==> src/rtl/viterbi_pkg.sv <==
// Shared definitions for the convolutional encoder / Viterbi decoder pair:
// FSM encoding, puncture mask width and the generator-parity helper.
package viterbi_pkg;

   localparam int unsigned PUNCT_MASK_W = 2 * 8;
   localparam int unsigned POLY_MAX_W   = 32;

   typedef enum logic [1:0] {
      ST_IDLE  = 2'd0,
      ST_RUN   = 2'd1,
      ST_FLUSH = 2'd2
   } enc_state_e;

   function automatic logic f_parity(input logic [POLY_MAX_W-1:0] state,
                                     input logic [POLY_MAX_W-1:0] poly);
      return ^(state & poly);
   endfunction

endpackage

==> src/rtl/punct_idx_cnt.sv <==
// Modulo-p_punct_period symbol index; presents the o_valid mask of the current
// symbol. A clear forces index 0 for the symbol emitted in the same cycle.
module punct_idx_cnt
   import viterbi_pkg::*;
#(
   parameter int unsigned             p_punct_period = 1,
   parameter logic [PUNCT_MASK_W-1:0] p_punct_mask   = 16'h0003
) (
   input  logic       clk_i,
   input  logic       rst_i,
   input  logic       clr_i,
   input  logic       en_i,
   output logic [1:0] mask_o
);

   localparam int unsigned      IDX_W    = (p_punct_period > 1) ? $clog2(p_punct_period) : 1;
   localparam logic [IDX_W-1:0] IDX_LAST = IDX_W'(p_punct_period - 1);

   logic [IDX_W-1:0] idx_q;
   logic [IDX_W-1:0] idx_d;
   logic [IDX_W-1:0] idx_cur;
   logic [1:0]       mask_tbl [p_punct_period];

   if (p_punct_period < 1 || p_punct_period > 8) begin : g_bad_period
      $error("punct_idx_cnt: p_punct_period must be 1..8");
   end

   for (genvar g = 0; g < p_punct_period; g++) begin : g_tbl
      if (p_punct_mask[2*g +: 2] == 2'b00) begin : g_bad_mask
         $error("punct_idx_cnt: puncture mask entry must be nonzero");
      end
      assign mask_tbl[g] = p_punct_mask[2*g +: 2];
   end

   always_comb begin
      idx_cur = clr_i ? '0 : idx_q;
      idx_d   = idx_cur;
      if (en_i) begin
         idx_d = (idx_cur == IDX_LAST) ? '0 : idx_cur + IDX_W'(1);
      end
      mask_o = mask_tbl[idx_cur];
   end

   always_ff @(posedge clk_i) begin
      if (rst_i) begin
         idx_q <= '0;
      end else begin
         idx_q <= idx_d;
      end
   end

endmodule

==> src/rtl/conv_punct_enc.sv <==
// Rate-1/2 convolutional encoder with programmable puncturing and zero-tail
// frame termination; single registered symbol output with ready/valid handshake.
module conv_punct_enc
   import viterbi_pkg::*;
#(
   parameter int unsigned                p_size_polinom  = 3,
   parameter logic [p_size_polinom-1:0]  p_polinom_0     = 3'b111,
   parameter logic [p_size_polinom-1:0]  p_polinom_1     = 3'b101,
   parameter logic [p_size_polinom-1:0]  p_defoult_state = 3'b000,
   parameter int unsigned                p_punct_period  = 1,
   parameter logic [PUNCT_MASK_W-1:0]    p_punct_mask    = 16'h0003
) (
   input  logic       i_clk,
   input  logic       i_reset,
   input  logic       i_data,
   input  logic       i_valid,
   input  logic       i_last,
   output logic       o_ready,
   output logic [1:0] o_data,
   output logic [1:0] o_valid,
   output logic       o_last,
   input  logic       i_ready
);

   localparam int unsigned K      = p_size_polinom;
   localparam int unsigned TAIL_W = $clog2(K) + 1;

   if (K < 2) begin : g_bad_k
      $error("conv_punct_enc: p_size_polinom must be >= 2");
   end

   enc_state_e        state_q, state_d;
   logic [K-1:0]      shift_q, shift_d;
   logic [TAIL_W-1:0] tail_q, tail_d;
   logic [1:0]        data_q, data_d;
   logic [1:0]        valid_q, valid_d;
   logic              last_q, last_d;

   logic              out_free;
   logic              accept;
   logic              emit;
   logic              cnt_clr;
   logic              enc_bit;
   logic [K-1:0]      s_base;
   logic [K-1:0]      s_new;
   logic [1:0]        parity;
   logic [1:0]        mask;

   assign out_free = (valid_q == 2'b00) || i_ready;
   assign o_ready  = !i_reset && (state_q != ST_FLUSH) && out_free;
   assign accept   = i_valid && o_ready;
   assign emit     = accept || ((state_q == ST_FLUSH) && out_free);

   punct_idx_cnt #(
      .p_punct_period (p_punct_period),
      .p_punct_mask   (p_punct_mask)
   ) u_punct_idx (
      .clk_i  (i_clk),
      .rst_i  (i_reset),
      .clr_i  (cnt_clr),
      .en_i   (emit),
      .mask_o (mask)
   );

   always_comb begin
      state_d = state_q;
      shift_d = shift_q;
      tail_d  = tail_q;
      data_d  = data_q;
      valid_d = valid_q;
      last_d  = last_q;
      cnt_clr = 1'b0;
      s_base  = shift_q;
      enc_bit = i_data;

      case (state_q)
         ST_IDLE: begin
            if (accept) begin
               s_base  = p_defoult_state;
               cnt_clr = 1'b1;
               state_d = i_last ? ST_FLUSH : ST_RUN;
               tail_d  = TAIL_W'(K - 1);
            end
         end
         ST_RUN: begin
            if (accept && i_last) begin
               state_d = ST_FLUSH;
               tail_d  = TAIL_W'(K - 1);
            end
         end
         ST_FLUSH: begin
            enc_bit = 1'b0;
            if (out_free) begin
               tail_d = tail_q - TAIL_W'(1);
               if (tail_q == TAIL_W'(1)) begin
                  state_d = ST_IDLE;
               end
            end
         end
         default: state_d = ST_IDLE;
      endcase

      s_new     = {s_base[K-2:0], enc_bit};
      parity[0] = f_parity(POLY_MAX_W'(s_new), POLY_MAX_W'(p_polinom_0));
      parity[1] = f_parity(POLY_MAX_W'(s_new), POLY_MAX_W'(p_polinom_1));

      // A stalled symbol stays put; a consumed one is either replaced or cleared.
      if (emit) begin
         shift_d = s_new;
         data_d  = parity & mask;
         valid_d = mask;
         last_d  = (state_q == ST_FLUSH) && (tail_q == TAIL_W'(1));
      end else if (i_ready) begin
         data_d  = 2'b00;
         valid_d = 2'b00;
         last_d  = 1'b0;
      end
   end

   always_ff @(posedge i_clk) begin
      if (i_reset) begin
         state_q <= ST_IDLE;
         shift_q <= p_defoult_state;
         tail_q  <= '0;
         data_q  <= 2'b00;
         valid_q <= 2'b00;
         last_q  <= 1'b0;
      end else begin
         state_q <= state_d;
         shift_q <= shift_d;
         tail_q  <= tail_d;
         data_q  <= data_d;
         valid_q <= valid_d;
         last_q  <= last_d;
      end
   end

   assign o_data  = data_q;
   assign o_valid = valid_q;
   assign o_last  = last_q;

endmodule

==> config.mk <==
export PLATFORM = sky130hd
export DESIGN_NAME = conv_punct_enc
export DESIGN_NICKNAME = d
export VERILOG_FILES = /design/src/rtl/viterbi_pkg.sv /design/src/rtl/punct_idx_cnt.sv /design/src/rtl/conv_punct_enc.sv
export SDC_FILE = /design/constraint.sdc
export NUM_CORES = 1
export LEC_CHECK = 0
export CAP_MARGIN = 20
export CORE_ASPECT_RATIO = 1.25
export CORE_MARGIN = 1.5
export CORE_UTILIZATION = 40
export CTS_BUF_LIST = sky130_fd_sc_hd__clkbuf_8 sky130_fd_sc_hd__clkbuf_16
export CTS_CLUSTER_SIZE = 25
export DETAILED_ROUTE_END_ITERATION = 16
export PLACE_DENSITY = 0.66
export SETUP_SLACK_MARGIN = 0.05
export SLEW_MARGIN = 20
export SYNTH_ARGS = -nofsm -noshare
export SYNTH_HDL_FRONTEND = slang
export SYNTH_SLANG_ARGS = --single-unit
==> constraint.sdc <==
create_clock -name i_clk -period 1.3 [get_ports i_clk]
set_input_delay 0.26 -clock i_clk [delete_from_list [all_inputs] [get_ports i_clk]]
set_output_delay 0.26 -clock i_clk [all_outputs]
set_load 0.03 [all_outputs]
Word level (Yosys, flattened, before mapping)
Index checks and enable logic that the tools add are counted.
Word-level totals
  bits in registers: 13
  bits of input ports: 6
  output and inout port bits: 6
  word-level logic and storage cells: 60
Operators by class
  add/sub/neg operators: 2
  $lt $le $gt $ge: 1
  eq/ne operators: 8
  mux-type cells: 24
  bitwise operators: 1
  reductions and logical operators: 17
Operators by type and width (count)
  32-bit XOR reduction: 2
  2-bit 2-to-1 mux: 11
  2-bit != test (second input constant): 5
  3-bit 2-to-1 mux: 3
  3-bit one-hot mux with 3 select lines: 1
  1-bit 2-to-1 mux: 8
  4-bit AND reduction: 2
  1-bit logical AND: 6
  2-bit one-hot mux with 3 select lines: 1
  2-bit zero test: 2
  3-bit by 1-bit == test with 1-bit output (second input constant): 1
  3-bit nonzero test: 1
  3-bit by 1-bit subtractor with 3-bit output (second input constant): 1
  2-bit AND: 1
  2-bit by 1-bit == test with 1-bit output (second input constant): 1
  2-bit == test (second input constant): 1
  1-bit logical OR: 2
  2-bit nonzero test: 1
  1-bit adder (second input constant): 1
  1-bit zero test: 1
  1-bit < comparator (second input constant): 1

Logic depth before layout (Yosys ltp)
  word-level depth: 11
  mapped depth: 6
  gate-level depth less buffers: 5

Modules after synthesis
A second synthesis with hierarchy kept.
Second synthesis, totals
  cells, all modules: 86
  area total of the unflattened synthesis: 708.2 um2
By module, submodules not included
  conv_punct_enc: instances 1, cells an instance 83, area an instance 689.4 um2, seq. area each 240.2 um2
  punct_idx_cnt: instances 1, cells an instance 3, area an instance 18.8 um2, seq. area each 0.0 um2

Worst setup path before layout
Ideal clock, no wire load.
  kind: reg-to-output
  start point: reg valid_q[0], in the netlist o_valid[0]
  end point: out o_ready
  arrival time: 1.316 ns
  required time: 1.040 ns
  path slack: -0.276 ns
  stages on the path, launching flop included: 3
  path buffers: 0
  cell sequence: dfxtp_1 -> and2b_1 -> nor3_1
On the way
  longest elaborated chain between the ends: 3
RTL lines
  start, declared: RTL line conv_punct_enc.sv:36  | logic [1:0] valid_q, valid_d;
  start signal, assigned: RTL line conv_punct_enc.sv:133  | valid_q <= valid_d;
  2-bit zero test: RTL line conv_punct_enc.sv:49  | assign out_free = (valid_q == 2'b00) || i_ready;
  1-bit logical OR: RTL line conv_punct_enc.sv:49
  1-bit logical AND: RTL line conv_punct_enc.sv:50  | assign o_ready = !i_reset && (state_q != ST_FLUSH) && out_free;
  end, declared: RTL line conv_punct_enc.sv:18  | output logic o_ready,
No other way between the ends.

Worst setup path after layout
Same ends and word-level chain as after synthesis.

==> results_dict.tcl <==
set metrics [dict create \
    status "finished with violations" \
    violations "negative setup slack" \
    synth_mux_area_share_pct 0 \
    synth_top_cell_area_share_pct 33.4 \
    worst_pin_slew_ns 0.327 \
    final.fill_count 146 \
    power.density_mw_per_mm2 1030 \
    drive_gt1_share_pct 39.4 \
    route.detailed.drc 0 \
    antenna_cells 0 \
    dieArea_mm2 0.00190 \
    hold_viol_final 0 \
    clockBufferDepth 2 \
    slew_viol_final 0 \
    avgViaCountPerCell 5.45 \
    io_pins 12 \
    min_period_ns 1.42 \
    hp-class "flip-flop to flip-flop" \
    cp_data_required_time_ns 1.04 \
    clock-sinks 11 \
    synth.top_cells.by_area "dfxtp_1 33%, a21oi_1 6.1%, buf_6 5.1%" \
    grt_start_max_net_pins 14 \
    antenna_left 0 \
    layout-area-overhead-vs-synth_pct 45.7 \
    path_class "flip-flop to output pin" \
    worst_skew_pair.late_latency_ns 0.24 \
    synth_area_um2 659 \
    dr.pass1.iters 4 \
    dieHeight_um 48.4 \
    end_kind "output pin" \
    wl_per_cell_um 13.4 \
    arrival_ns 1.16 \
    crit_fanout 3 \
    yosysSeqAreaShare_pct 33.4 \
    clock_tree.root_cell "clkbuf_8" \
    grt.busiest_layer "met2" \
    rsz0062_at_grt "true" \
    drv_cap 0 \
    post-place-ws_ns -0.314 \
    layout_commonest_cell "buf_4" \
    rows 16 \
    antenna_found_initial 0 \
    cts_tree "built" \
    synth_warnings 0 \
    core_area_mm2 0.00156 \
    synth.avg_cell_area_um2 8.79 \
    synth-xor-area-share_pct 2.66 \
    yosys_register_bits 11 \
    slew_headroom_pct 78.1 \
    grt_pass1_vias 596 \
    syn_inst 75 \
    htreeDepth 1 \
    utilization_pct 61.5 \
    yosysUniqueCellTypes 35 \
    setup_tns_ns -0.142 \
    grt_usage_pct 19.5 \
    synthSimpleGateAreaFrac_pct 27.7 \
    dr_total_vias 638 \
    synth_compound_area_share_pct 23.1 \
    io_buffers 11 \
    skew_ns 0.00337 \
    irDropWorstVdd_mv 0.623 \
    grtUsageMet1_pct 23.9 \
    nets 108 \
    numCtsBuffers 3 \
    grt_pass1_wl_um 2590 \
    gp_congestion 0.829 \
    first_iter_violations 7 \
    final_cell_mix "12 x buf_4, 9 x dfxtp_1, 6 x a21oi_1" \
    fp.dieW_um 39.3 \
    period_share_pct 109 \
    gr-total-overflow 0 \
    synth_fa_ha_area_share_pct 3.80 \
    setup_violations 2 \
    grtUsageMet2_pct 30.6 \
    synth_top_family_by_area "simple AND/OR/NAND/NOR gates" \
    clk_pin_slew_ns 0.05 \
    grt_use_met3_pct 4.13 \
    syn-num-nets 83 \
    max_freq_mhz 706 \
    cp-start-kind "flip-flop" \
    p_leak_nw 0.395 \
    whs_ns 0.460 \
    dp_hpwl_um 1100 \
    start_util_pct 42.2 \
    worst_slack_ns -0.117 \
    routed_wl_um 1560 \
    synth_top_area_cell "dfxtp_1" \
]
-- layout make-up --
class,count,area [µm²],share of cell area (%)
multi-input cells,55,435,45.3
repair buffers,26,224,23.3
flip-flops and latches,11,223,23.2
clock buffers,3,41.3,4.30
well taps,18,22.5,2.34
inverters,3,11.3,1.17
clock inverters,1,3.75,0.391
-- logic make-up after synthesis --
| logic type | count (synthesis) |
|---|---|
| AOI/OAI and AO/OA | 21 |
| xor gates and xnor gates | 2 |
| adders and majority gates | 2 |
| buffers and inverters | 9 |
| DFF | 11 |
| and+or+nand+nor | 30 |
-- cell usage after synthesis, drive strengths merged --
cell type / count
o21ai: 2
nand2: 2
a2111oi: 1
and2: 1
nor4bb: 1
o21bai: 1
inv: 3
xor2: 2
o211ai: 1
nor2b: 3
a21o: 3
nand3b: 2
nor4: 1
buf: 5
clkbuf: 1
a31o: 1
a21oi: 8
ha: 2
a41oi: 1
nor3: 3
nor2: 7
nor3b: 1
nand2b: 2
o221ai: 1
dfxtp: 11
nand4: 1
and2b: 1
nand3: 5
a32oi: 2
-- worst paths after layout --
check,endpoint,slack [ns],depth (start not counted),startpoint
hold reg to reg,tail_q[1]$_SDFFE_PP0P_,0.46,2,tail_q[1]$_SDFFE_PP0P_
setup reg to reg,state_q[0]$_SDFFE_PP0P_,-0.03,6,o_valid[0]$_SDFFE_PP0P_
setup / recovery,o_ready,-0.12,4,o_valid[0]$_SDFFE_PP0P_
hold / removal,tail_q[1]$_SDFFE_PP0P_,0.46,2,tail_q[1]$_SDFFE_PP0P_
-- report_power, final --
part           total, mW  switching (mW)  internal (mW)
logic              0.267           0.135          0.132
registers          0.382          0.0212          0.360
clock network      0.345           0.137          0.208
total              0.993           0.293          0.701
-- repair_timing --
action | in CTS | in global routing
setup endpoints to repair | 14 | 11
pin swaps | 4 | 5
buffers inserted | 2 | 1
hold buffers | 0 | 0
cloned | 0 | 1
gates resized for setup | 12 | 14
-- worst max-delay path: stages (launching register included) --
cell	delay [ns]
dfxtp_2	0.33
buf_6	0.11
and2b_2	0.20
nor3_2	0.10
buf_4	0.18
-- registers in the layout, indices dropped and copies added (netlist names) --
signal and count:
o_data 2, o_last 1, o_valid 1, shift_q 2, state_q 2, tail_q 3
-- metal layers --
layer / vias up / share of wire, %
met5: - / 0
met4: 0 / 2.6
met3: 5 / 2.4
met2: 10 / 51
met1: 305 / 44
li1: 318 / -
-- through the flow --
stage | cells | power [mW] | cell area, µm²
after floorplan | 75 | 0.539 | 666
after global placement | 109 | 0.617 | 826
after detailed placement | 109 | 0.620 | 826
after CTS | 115 | 0.968 | 900
after global routing | 117 | 1.04 | 961
final | 117 | 0.993 | 961
Power figures use the tool's default switching activity.
